**config.mk**
```make
export PLATFORM = sky130hd
export DESIGN_NAME = wb_exp_table
export DESIGN_NICKNAME = d
export VERILOG_FILES = /design/src/rtl/wb_exp_table.sv
export SDC_FILE = /design/constraint.sdc
export NUM_CORES = 1
export LEC_CHECK = 0
export ABC_AREA = 1
export CAP_MARGIN = 20
export CORE_MARGIN = 3
export CORE_UTILIZATION = 50
export CTS_CLUSTER_SIZE = 25
export DETAILED_ROUTE_END_ITERATION = 7
export DONT_BUFFER_PORTS = 1
export PLACE_DENSITY_LB_ADDON = 0.08
export SLEW_MARGIN = 20
export SYNTH_ARGS = -nofsm -noshare
export SYNTH_HDL_FRONTEND = slang
export SYNTH_SLANG_ARGS = --single-unit
export TNS_END_PERCENT = 50
```
**constraint.sdc**
```tcl
create_clock -name clk -period 4.74 [get_ports clk]
set_input_delay 0.474 -clock clk [delete_from_list [all_inputs] [get_ports clk]]
set_output_delay 0.474 -clock clk [all_outputs]
set_load 0.02 [all_outputs]
```
**src/rtl/wb_exp_table.sv**
```systemverilog
`default_nettype none
// ============================================================================
// Module      : wb_exp_table
// Description : Expected (register, value) table; synchronous write,
//               asynchronous read.
// Revision    : 1.0 - initial release
// ============================================================================
module wb_exp_table #(
    parameter int DEPTH      = 32,
    parameter int REG_AW     = 3,
    parameter int DATA_WIDTH = 16,
    parameter int IDX_W      = 5
) (
    input  logic                  clk,
    input  logic                  i_we,
    input  logic [IDX_W-1:0]      i_waddr,
    input  logic [REG_AW-1:0]     i_wreg,
    input  logic [DATA_WIDTH-1:0] i_wdata,
    input  logic [IDX_W-1:0]      i_raddr,
    output logic [REG_AW-1:0]     o_rreg,
    output logic [DATA_WIDTH-1:0] o_rdata
);

    logic [REG_AW+DATA_WIDTH-1:0] r_mem [DEPTH];

    // Contents survive reset so a run can be repeated without reloading.
    always_ff @(posedge clk) begin
        if (i_we) begin
            r_mem[i_waddr] <= {i_wreg, i_wdata};
        end
    end

    assign {o_rreg, o_rdata} = r_mem[i_raddr];

endmodule : wb_exp_table
`default_nettype wire

```
After elaboration in Yosys (flattened, before gate mapping) --
Memories as Yosys holds them, arrays and structs flattened. Index checks and enable logic that the tools add are counted.
Operators by class: multiplexer cells 2
Operators with widths (count):
- $mux W1 | 2
Word-level totals: logic and storage cells 3, RAM bits 608, output and inout port bits 19, input port bits 31, memories kept 1, register bits after elaboration 0
Memory list:
- r_mem | depth 32, width 19, rd ports 1, clocked after Yosys merged registers in 0, wr ports 1, RTL line 24 | logic [REG_AW+DATA_WIDTH-1:0] r_mem [DEPTH];

Longest topological paths before layout --
Gate-level depths: netlist of the first run.
depth after elaboration 2, mapped depth 12, depth with buffers taken out 9

Worst setup path after synthesis of the first run --
OpenSTA, ideal clock, no wires.
path kind in2reg, from input i_waddr[0], to memory r_mem[0][0] (netlist name) (enable), path buffers 0, data required time 4345 ps, arrival time 1592 ps, setup time 395 ps, stages on the path 3, path slack 2753 ps, cell sequence inv_1 -> nand3_1 -> nor2_1
RTL lines:
- from (decl) | RTL line 16 | input logic [IDX_W-1:0] i_waddr,
- to (decl) | RTL line 24
Straight into the memory's write port.

Final worst setup path of the first run --
from input i_raddr[0], to output o_rdata[0]
On the way: longest elaborated chain between the ends 1
RTL lines:
- from (decl) | RTL line 19 | input logic [IDX_W-1:0] i_raddr,
- $mem_v2 Z32 W19
- to (decl) | RTL line 21 | output logic [DATA_WIDTH-1:0] o_rdata
Every way passes these cells.

==> results of run 1 <==
==> worst max-delay path, cell delays in order <==
cell     delay [ns]
inv_8          0.79
buf_4          0.59
nand2_1        0.09
nand3_1        0.09
nand3_1        0.10
nand2_1        0.18
nand2_1        0.08
nand2_1        0.08
nand2_1        0.05
nand2_1        0.24
==> metal layers <==
layer / GRT usage / vias to the layer above / wire length (um)
met1: 0.363 / 7745 / 28600
met3: 0.0444 / 116 / 4780
met5: 0 / - / 0
li1: - / 7311 / -
met4: 0.0780 / 0 / 1810
met2: 0.391 / 510 / 30700
==> cells in the mapped netlist (all sizes together) <==
library cell | number | share of area
buf | 107 | 0.032
clkinv | 1 | 0.00015
clkbuf | 21 | 0.0032
edfxtp | 608 | 0.73
nand3 | 468 | 0.094
inv | 9 | 0.0017
nand2 | 855 | 0.13
nor2 | 32 | 0.0048
==> worst max-delay path by stage <==
stage | slack (ns) | start | end
finish | 1.01 | i_raddr[0] | o_rdata[0]
global route | 1.65 | i_raddr[0] | o_rdata[0]
CTS | 1.81 | i_raddr[0] | o_rdata[0]
detailed placement | 1.82 | i_raddr[0] | o_rdata[0]
global placement | 1.85 | i_raddr[0] | o_rdata[0]
floorplan | 2.75 | i_waddr[0] | r_mem[0][0]
==> layout make-up <==
class                      count  share of cell area
tap                          664              0.0303
sequential                   608               0.665
multi-input combinational   1355               0.211
timing repair buffer          59              0.0269
clock buffer                  80              0.0590
inverter                      10             0.00187
clock inverter                24             0.00611
==> power by group through the flow <==
stage / Clock, W / Sequential (W) / Combinational, W
floorplan: 0 / 0.00611 / 0.000453
global placement: 0 / 0.00611 / 0.000520
detailed placement: 0 / 0.00611 / 0.000525
CTS: 0.00449 / 0.00599 / 0.000657
global route: 0.00470 / 0.00600 / 0.000716
finish: 0.00441 / 0.00599 / 0.000656
==> what timing repair did <==
action                                 in CTS  in global routing
endpoints found under the hold margin     608                  0
hold buffers                               19                  0
setup endpoints to repair                   0                  0
gates resized for setup                     0                  0
==> metrics by stage <==
stage / util / cells / cell area [sq um] / hold WS, ns
floorplan: - / 2101 / 24900 / 0.573
global placement: 0.515 / 2674 / 25200 / 0.575
detailed placement: 0.515 / 2676 / 25300 / 0.575
CTS: 0.559 / 2799 / 27400 / 0.123
global route: 0.560 / 2800 / 27500 / 0.131
finish: 0.560 / 2800 / 27500 / 0.157
==> logic make-up (layout without fill, tap and decap cells) <==
| family | after synthesis | in the layout |
|---|---|---|
| flip-flops | 608 | 608 |
| AND/OR/NAND/NOR | 1355 | 1355 |
| buffers and inverters | 138 | 173 |
==> flow_summary.json, run 1 <==
{
  "totalWireLength_um": 65900,
  "rows": 81,
  "top_register": "r_mem",
  "io_pins": 50,
  "p_seq_frac": 0.542,
  "initial_utilization": 0.507,
  "report.final.slew_viol_count": 0,
  "outcome": "complete, no violations",
  "post_cts_buffers": 0,
  "netlist_instances": 2101,
  "core_sq_mm": 0.0491,
  "layout_commonest_cell": "nand2_1",
  "grt_max_degree": 306,
  "synth.mux.area_fraction": 0,
  "synthSimpleGateAreaFrac": 0.228,
  "antenna_found_initial": 0,
  "p_comb_frac": 0.059,
  "cts_inserted_buffers": 60,
  "hold_path_startpoint": "i_wreg[2]",
  "clk_pin_slew_ns": 0.06,
  "syn-num-nets": 2132,
  "synth-xor-area-share": 0,
  "final-setup-viol-count": 0,
  "cp_max_fo": 305,
  "clkSinkCount": 608,
  "hp-class": "input pin to register",
  "crit_type": "input pin to output port",
  "synth_compound_area_frac": 0,
  "fmax_mhz": 268,
  "wl_per_cell_um": 23.5,
  "multi_input_area_sq_mm": 0.00579,
  "overflow": 0,
  "min_path_cells": 1,
  "dieArea_sq_mm": 0.0524,
  "yosys_warnings": 0,
  "syn_to_final_growth_pct": 10.4,
  "period_share": 0.786,
  "drive_gt1_frac": 0.0782,
  "vias_per_cell": 5.60,
  "ys_seq_elements": 608,
  "die_w_um": 229,
  "grt.total_usage": 0.251,
  "power_density_mw_per_mm2": 403,
  "clkPwrFrac": 0.399,
  "crit_required_ns": 4.27,
  "netSwitchingFraction": 0.219,
  "via_count": 15700,
  "port_buffers": 0,
  "first_global_vias": 15000,
  "root_buffer": "clkbuf_16",
  "min_period_ns": 3.73,
  "drtIter0Drc": 1540,
  "largest_reg_flops": 608,
  "hold_path_end": "r_mem[4][18]",
  "grt_setup_unrepaired": "false",
  "route.detailed.drc": 0,
  "hpwl_um": 34300,
  "place.gp.congestion": 0.780,
  "tns_ns": 0,
  "p_sw_w": 0.00242,
  "cts_htree_levels": 2,
  "final_antenna_net_count": 0,
  "p_int_w": 0.00864,
  "ys_seq_area_frac": 0.735,
  "cts_max_path_buffers": 3,
  "tritoncts": "done",
  "p_leak_nw": 9.93,
  "ff_latch_area_sq_mm": 0.0183,
  "crit_arrival_ns": 3.25,
  "antenna_cells": 0,
  "synthAdderAreaFrac": 0,
  "final_cell_mix": "nand2_1, edfxtp_1, nand3_1, clkbuf_16, buf_4",
  "drtPass1Iterations": 5,
  "power_w": 0.0111,
  "grt_pass1_wl_um": 97900,
  "n_fill_cell": 4185,
  "top_regs": "r_mem x608",
  "syn_avg_cell_area_sq_um": 11.8,
  "fp.dieH_um": 229,
  "peakVddDrop_mv": 0.307,
  "num-nets-final": 2125,
  "layout_setup_ws_ns": 1.01,
  "synth_cell_types": 14,
  "drv_cap": 0,
  "slew_headroom": 0.170,
  "worst_pin_slew_ns": 1.25,
  "synth.cell_area_sq_mm": 0.0249,
  "start_kind": "input pin",
  "synth_top_family_by_area": "simple AND/OR/NAND/NOR gates",
  "dpl_worst_slack_ns": 1.82,
  "hold_violations": 0,
  "timing.critical_path.to_type": "output port"
}
No activity file was read; power rests on OpenSTA's default activity.
==> inputs of run 2 (changes only) <==
ABC_AREA = 0   (was 1)
clock period = 3.45 ns   (was 4.74 ns; I/O delays follow)
==> run 2 against run 1 <==
  * Combinational power is 13% higher
  * Wire length is 9.0% lower
  * Via count is 21% lower
  * Synthesized area is 4.0% lower
  * Synthesized cell count is 37% lower
  * Largest power group unchanged
  * First-iteration DRC count is 7.1% lower
  * Critical path depth is 5 lower
  * Power is 42% higher
  * Setup slack worse by 0.34 ns
==> flow_summary.json, run 2 <==
{
  "stdcell_count": 2035,
  "top_regs": "r_mem x608",
  "fmax_mhz": 360,
  "hold_violations": 0,
  "antenna_cells": 0,
  "via_count": 12300,
  "grt_pass1_wl_um": 86300,
  "ys_async_sr_fraction": 0,
  "slowest_delay_ns": 0.61,
  "vias_per_cell": 6.07,
  "peakVddDrop_mv": 0.375,
  "antenna_found_initial": 0,
  "syn-num-nets": 1358,
  "syn_to_final_growth_pct": 12.9,
  "report.final.slew_viol_count": 0,
  "final-setup-viol-count": 0,
  "crit_required_ns": 3.11,
  "crit_arrival_ns": 2.43,
  "drtIter0Drc": 1430,
  "syn_avg_cell_area_sq_um": 18.0,
  "ys_seq_area_frac": 0.765,
  "rows": 79,
  "synth_flop_cell": "edfxtp_1",
  "final_antenna_net_count": 0,
  "final_cell_mix": "edfxtp_1, mux2i_1, a22oi_1, clkbuf_16, nand3_1",
  "crit_type": "input pin to output port",
  "cp_top_family": "simple AND/OR/NAND/NOR gates",
  "clk_pin_slew_ns": 0.06,
  "layout_setup_ws_ns": 0.672,
  "cts_max_path_buffers": 3,
  "largest_reg_flops": 608,
  "grt_max_degree": 305,
  "slew_headroom": 0.333,
  "cp_max_fo": 304,
  "top_register": "r_mem",
  "initial_utilization": 0.509,
  "grt.total_usage": 0.240,
  "min_path_cells": 1,
  "fp.dieH_um": 224,
  "dieArea_sq_mm": 0.0504,
  "post_cts_buffers": 0,
  "totalWireLength_um": 60000,
  "hp-class": "input pin to register",
  "die_w_um": 224,
  "grt_setup_unrepaired": "false",
  "outcome": "complete, no violations",
  "layout_commonest_cell": "edfxtp_1",
  "ctsResizeCount": 0,
  "io_pins": 50,
  "cp_num_cells": 5,
  "period_share": 0.805,
  "synth.area.top_cells": "edfxtp_1, mux2i_1, a22oi_1, a22o_1, nand3_1",
  "root_buffer": "clkbuf_16",
  "cts_inserted_buffers": 66,
  "route.detailed.drc": 0,
  "critPathBufInv": 0,
  "drv_cap": 0,
  "netlist_instances": 1327,
  "yosysMostFrequentCell": "edfxtp_1",
  "clkSinkCount": 608,
  "drive_gt1_frac": 0.132,
  "worst_pin_slew_ns": 0.997,
  "synth-edff-count": 608,
  "wl_per_cell_um": 29.5,
  "p_leak_nw": 9.31,
  "tns_ns": 0,
  "num-nets-final": 1409,
  "ys_seq_elements": 608,
  "path_cells": "mux2i_1 > a22o_1 > nor3_1 > a31oi_1 > nand3_1",
  "min_period_ns": 2.78,
  "cts_htree_levels": 3,
  "yosysTopAreaCell": "edfxtp_1",
  "hpwl_um": 32000,
  "first_global_vias": 12100,
  "port_buffers": 0,
  "power_density_mw_per_mm2": 584,
  "yosys_warnings": 0,
  "tritoncts": "done",
  "slowest_stage": "nor3_1",
  "synth_top_area_share": 0.765,
  "holdWs_ns": 0.0521,
  "timing.critical_path.to_type": "output port",
  "place.gp.congestion": 0.758,
  "dpl_worst_slack_ns": 0.724,
  "core_sq_mm": 0.0469,
  "overflow": 0,
  "start_kind": "input pin",
  "dp_cells": 1898,
  "synth.cell_area_sq_mm": 0.0239,
  "power_w": 0.0157,
  "synth_cell_types": 26,
  "synth_common_cells": "edfxtp_1, mux2i_1, a22oi_1",
  "drtPass1Iterations": 5
}
[run 2: cell count changes after synthesis, moves of 38 or more]
cell,change
a21oi_1,+38
nand2_1,-816
mux2i_1,+304
nand3_1,-428
a22oi_1,+76
a22o_1,+38
[run 2: power breakdown]
part	switching [W]	total, W	internal (W)
clock	0.00273	0.00677	0.00404
combinational	0.000474	0.000740	0.000265
sequential	0.0000184	0.00824	0.00822
[run 2: logic make-up after synthesis]
family / share of synthesized area
AO/OA/AOI/OAI: 0.0508
AND/OR/NAND/NOR: 0.0334
flip-flops: 0.765
multiplexers: 0.128
buffers and inverters: 0.0233
[run 2: repair_timing]
item / 4_1_cts / 5_1_grt
hold buffers: 19 / 0
endpoints found under the setup margin: 0 / 0
hold endpoints to repair: 608 / 0
[run 2: worst paths after layout]
kind | start | endpoint
worst max-delay path | i_raddr[0] | o_rdata[5]
worst min-delay path | i_wdata[3] | r_mem[10][3]
[run 2: per-layer routing]
layer / track usage / wire [um]
met5: 0 / 0
met3: 0.0424 / 4050
met1: 0.348 / 26100
met4: 0.0878 / 1840
met2: 0.369 / 28000
[run 2: layout make-up]
cell class	count	area (sq um)
repair buffers	61	691
multi-input cells	641	5150
well taps	607	759
clock inverters	31	250
clock buffers	87	1840
flip-flops and latches	608	18300
fillers	3562	19900
[run 2: through the flow]
step,instance area (sq um),util
6_report,26900,0.575
5_1_grt,26900,0.575
4_1_cts,27000,0.576
3_5_place_dp,24500,0.524
3_3_place_gp,24500,0.524
2_1_floorplan,23900,-
